[config.mk]
export PLATFORM = sky130hd
export DESIGN_NAME = hz_stage_reg
export DESIGN_NICKNAME = d
export VERILOG_FILES = /design/src/rtl/branch_hazard_ctrl_pkg.sv /design/src/rtl/branch_hazard_ctrl_hz_stage_reg.sv
export SDC_FILE = /design/constraint.sdc
export NUM_CORES = 1
export LEC_CHECK = 0
export BUFFER_PORTS_ARGS = -buffer_cell sky130_fd_sc_hd__clkbuf_2
export CORE_AREA = 5 5 42 44
export DETAILED_ROUTE_END_ITERATION = 8
export DIE_AREA = 0 0 47 49
export PLACE_DENSITY = 0.45
export SLEW_MARGIN = 10
export SYNTH_ARGS = -nofsm -noshare
export SYNTH_HDL_FRONTEND = slang
export SYNTH_SLANG_ARGS = --single-unit
[constraint.sdc]
create_clock -name clk -period 0.8 [get_ports clk]
set_input_delay 0 -clock clk [delete_from_list [all_inputs] [get_ports clk]]
set_output_delay 0 -clock clk [all_outputs]
set_load 0.01 [all_outputs]
[src/rtl/branch_hazard_ctrl_pkg.sv]
// Shared types for the ID-stage branch hazard controller: shadow-stage entry,
// FSM state encoding and the producer/consumer dependency helper.
package branch_hazard_ctrl_pkg;

  localparam int REG_AW = 5;
  localparam logic [2:0] RUN_MAX = 3'd7;

  typedef struct packed {
    logic              vld;
    logic [REG_AW-1:0] rd;
    logic              rw;
    logic              m2r;
  } stage_t;

  typedef enum logic {
    RUN  = 1'b0,
    HOLD = 1'b1
  } hz_state_e;

  // A stage feeds register r only if it is live, writes, and is not $0.
  function automatic logic dep(stage_t s, logic [REG_AW-1:0] r);
    return s.vld & s.rw & (s.rd != '0) & (s.rd == r);
  endfunction

endpackage

[src/rtl/branch_hazard_ctrl_hz_stage_reg.sv]
// One shadow pipeline stage: async clear, hold has priority over the
// synchronous clear used to inject a bubble.
module hz_stage_reg
  import branch_hazard_ctrl_pkg::*;
(
  input  logic   clk,
  input  logic   rst,
  input  logic   hold,
  input  logic   clear,
  input  stage_t d,
  output stage_t q
);

  always_ff @(posedge clk or posedge rst) begin
    if (rst) begin
      q <= '0;
    end else if (!hold) begin
      q <= clear ? '0 : d;
    end
  end

endmodule

## After elaboration in Yosys (flattened, before gate mapping)

Cells that the tools add are included.

| storage, ports and cells | value |
|---|---|
| output and inout bits | 8 |
| register bits after elaboration | 8 |

| operators by class | value |
|---|---|
| multiplexer cells | 1 |

Operators by type and width:

| operator | number |
|---|---|
| $mux W8 | 1 |

## Depth between registers and ports, before layout

| logic depth | value |
|---|---|
| depth in word-level cells | 1 |
| gate-level depth with buffers | 3 |

## Least setup slack after synthesis

No wires, ideal clock.

| timing | value |
|---|---|
| path kind | register to register |
| start point | register, netlist name q[2] |
| end point | register q[2] (netlist name) |
| setup slack | 0.063 ns |
| cell stages (with the launch flop) | 2 |
| data required time | 0.679 ns |
| data arrival time | 0.616 ns |
| cells stage by stage | dfrtp_1 > a22o_1 |

RTL lines:

| item | line | RTL |
|---|---|---|
| to (signal assigned) | branch_hazard_ctrl_hz_stage_reg.sv:18 | `q <= clear ? '0 : d;` |
| to (decl) | branch_hazard_ctrl_hz_stage_reg.sv:11 | `output stage_t q` |

## Worst setup path in the final report

| timing | value |
|---|---|
| start point | register q[0] (netlist name) |
| end point | output q[0] (netlist name) |

No word-level cell between the ends.

==> impl_metrics.tcl <==
set metrics [dict create \
    ys_seq_area_share_pct 64.3 \
    cp_num_buf_inv 1 \
    required_ps 800 \
    grt_pass1_vias 316 \
    grtUsageTotal_pct 7.89 \
    cts_resized 0 \
    async_flop_share_pct 100 \
    critPathMaxFanout 2 \
    n_antenna_cell 0 \
    max_slew_margin_pct 79.7 \
    place_congestion 0.645 \
    gr-total-overflow 0 \
    core_area_um2 1400 \
    drv_cap 0 \
    ys_ff_latch 8 \
    netlist.top_cell.by_area "dfrtp_1" \
    register_area_um2 200 \
    synth_most_common_cell "dfrtp_1" \
    synth_top_area_share_pct 64.3 \
    fin_nets 65 \
    stdcell_count 67 \
    cts_tree "done" \
    setup_tns_ps 0 \
    syn_inst 21 \
    postCtsSetupBuffers 0 \
    yosysUniqueCellTypes 8 \
    io_buffers 19 \
    clk_pin_slew_ps 50 \
    fin_crit_ps 768 \
    clock_latency_ps 240 \
    fin_skew_ps 0 \
    startpoint "q[0]" \
    reg_top3 "q (8)" \
    start_kind "flop" \
    final.fill_count 152 \
    dieHeight_um 49 \
    die_w_um 47 \
    num_rows 14 \
    timing.final.crit_share_pct 96.0 \
    multi_input_area_um2 96.3 \
    io_pins 20 \
    drcViolationCount 0 \
    rsz0062_at_grt "false" \
    dpl.hpwl_um 624 \
    rr_startpoint "q[0]" \
    grt_max_degree 11 \
    ys.flop_type "dfrtp_1" \
    netlist_area_um2 312 \
    hold_viol 0 \
    synth_fp_nets 33 \
    dp.cells 55 \
    hp-start "clear" \
    timing.fmax_mhz 1300 \
    hold_class "input pin to flop" \
    postRouteAntennaNets 0 \
    regMostFlops "q" \
    cts_sinks 8 \
    avgViaCountPerCell 4.19 \
    largest_reg_flops 8 \
    vdd_drop_max_mv 0.772 \
    status "completed" \
    power_density_nw_per_um2 1740 \
    drive_gt1_share_pct 45.1 \
    area_growth_pct 69.5 \
    wl_per_cell_um 12.4 \
    htreeDepth 1 \
    syn_area_per_cell_um2 14.8 \
    first_iter_violations 1 \
    worstMarginPinSlew_ps 303 \
    setup_violations 0 \
    crit_chain "clkbuf_2" \
    cellLeakagePower_uw 0.000285 \
    cpPeakStageDelay_ps 390 \
    synth_enable_flop_cells 0 \
    path_class "flop to primary output" \
    wl_um 828 \
    synth_warnings 0 \
    critical-path-top-delay-family "flip-flops" \
    antenna_found_initial 0 \
    die_area_um2 2300 \
    cp.arrival_ps 770 \
    grt_pass1_wl_um 1280 \
    drt_first_pass_iters 2 \
    netlist_top_cells_area "dfrtp_1 64%, a22o_1 20%, nor2_8 6.4%" \
    critical_path.slowest_cell "dfrtp_1" \
    cts_buffer_depth 2 \
    yosys-top-cells-count "8 x dfrtp_1, 7 x a22o_1" \
    slew_violations 0 \
    end_kind "primary output" \
    cts_buffers 3 \
    vias 281 \
    initial_core_util_pct 22.2 \
    clockRootBuffer "clkbuf_4" \
]
## where the power goes
group	internal (uW)	leakage, uW	switching, uW	total (uW)
Clock	171	0.0000138	124	295
Combinational	95.3	0.000167	75.7	171
Sequential	436	0.000104	18.3	455
Total	703	0.000285	218	921
## layer usage
metal	GRT usage, %	vias up	wire [um]
li1	-	137	-
met1	9.05	131	338
met2	12.0	13	411
met3	3.32	0	79
met4	4.15	0	0
met5	0	-	0
## cells in the final DEF (no fill, tap or decap)
master         count
nand2b_1           1
clkbuf_4           3
clkbuf_2          19
o21ai_1            1
nand2_1            1
inv_1              1
nor2_8             1
dfrtp_1            8
dlygate4sd3_1      9
a22o_1             7
## what timing repair did
item                                    in CTS  in global routing
endpoints found under the setup margin       0                  0
hold buffers                                 9                  0
endpoints found under the hold margin       16                  0
## metrics by stage
stage | total power [uW] | hold slack [ps] | setup WS (ps) | cell area [um^2] | utilization (%)
after floorplan | 531 | -184 | 63.5 | 312 | -
after global placement | 595 | -72.2 | 100 | 415 | 29.6
after detailed placement | 602 | -58.1 | 76.1 | 415 | 29.6
after CTS | 947 | 22.0 | 19.9 | 528 | 37.7
after global routing | 971 | 27.7 | 2.47 | 528 | 37.7
final | 921 | 24.1 | 31.7 | 528 | 37.7
## path summary, 6_finish.rpt
| path | endpoint | slack (ps) | depth (start not counted) |
|---|---|---|---|
| max in group asynchronous | q[7] | 340 | 3 |
| setup reg to reg | q[0] | 60 | 1 |
| hold reg to reg | q[6] | 490 | 2 |
| min in group asynchronous | q[5] | 230 | 3 |
| setup / recovery | q[0] | 30 | 1 |
| hold / removal | q[6] | 20 | 2 |
## final cells by class
type,count,share of cell area (%)
clock buffer,3,4.27
inverter,1,0.711
multi-input combinational,11,18.2
sequential,8,37.9
tap,16,3.79
timing repair buffer,28,35.1
## logic make-up after synthesis
logic type	synth area share (%)
AO/OA/AOI/OAI	21.3
buffers and inverters	4.82
AND/OR/NAND/NOR	9.64
flip-flops	64.3
Note: power is estimated with default switching activity, not from simulation.
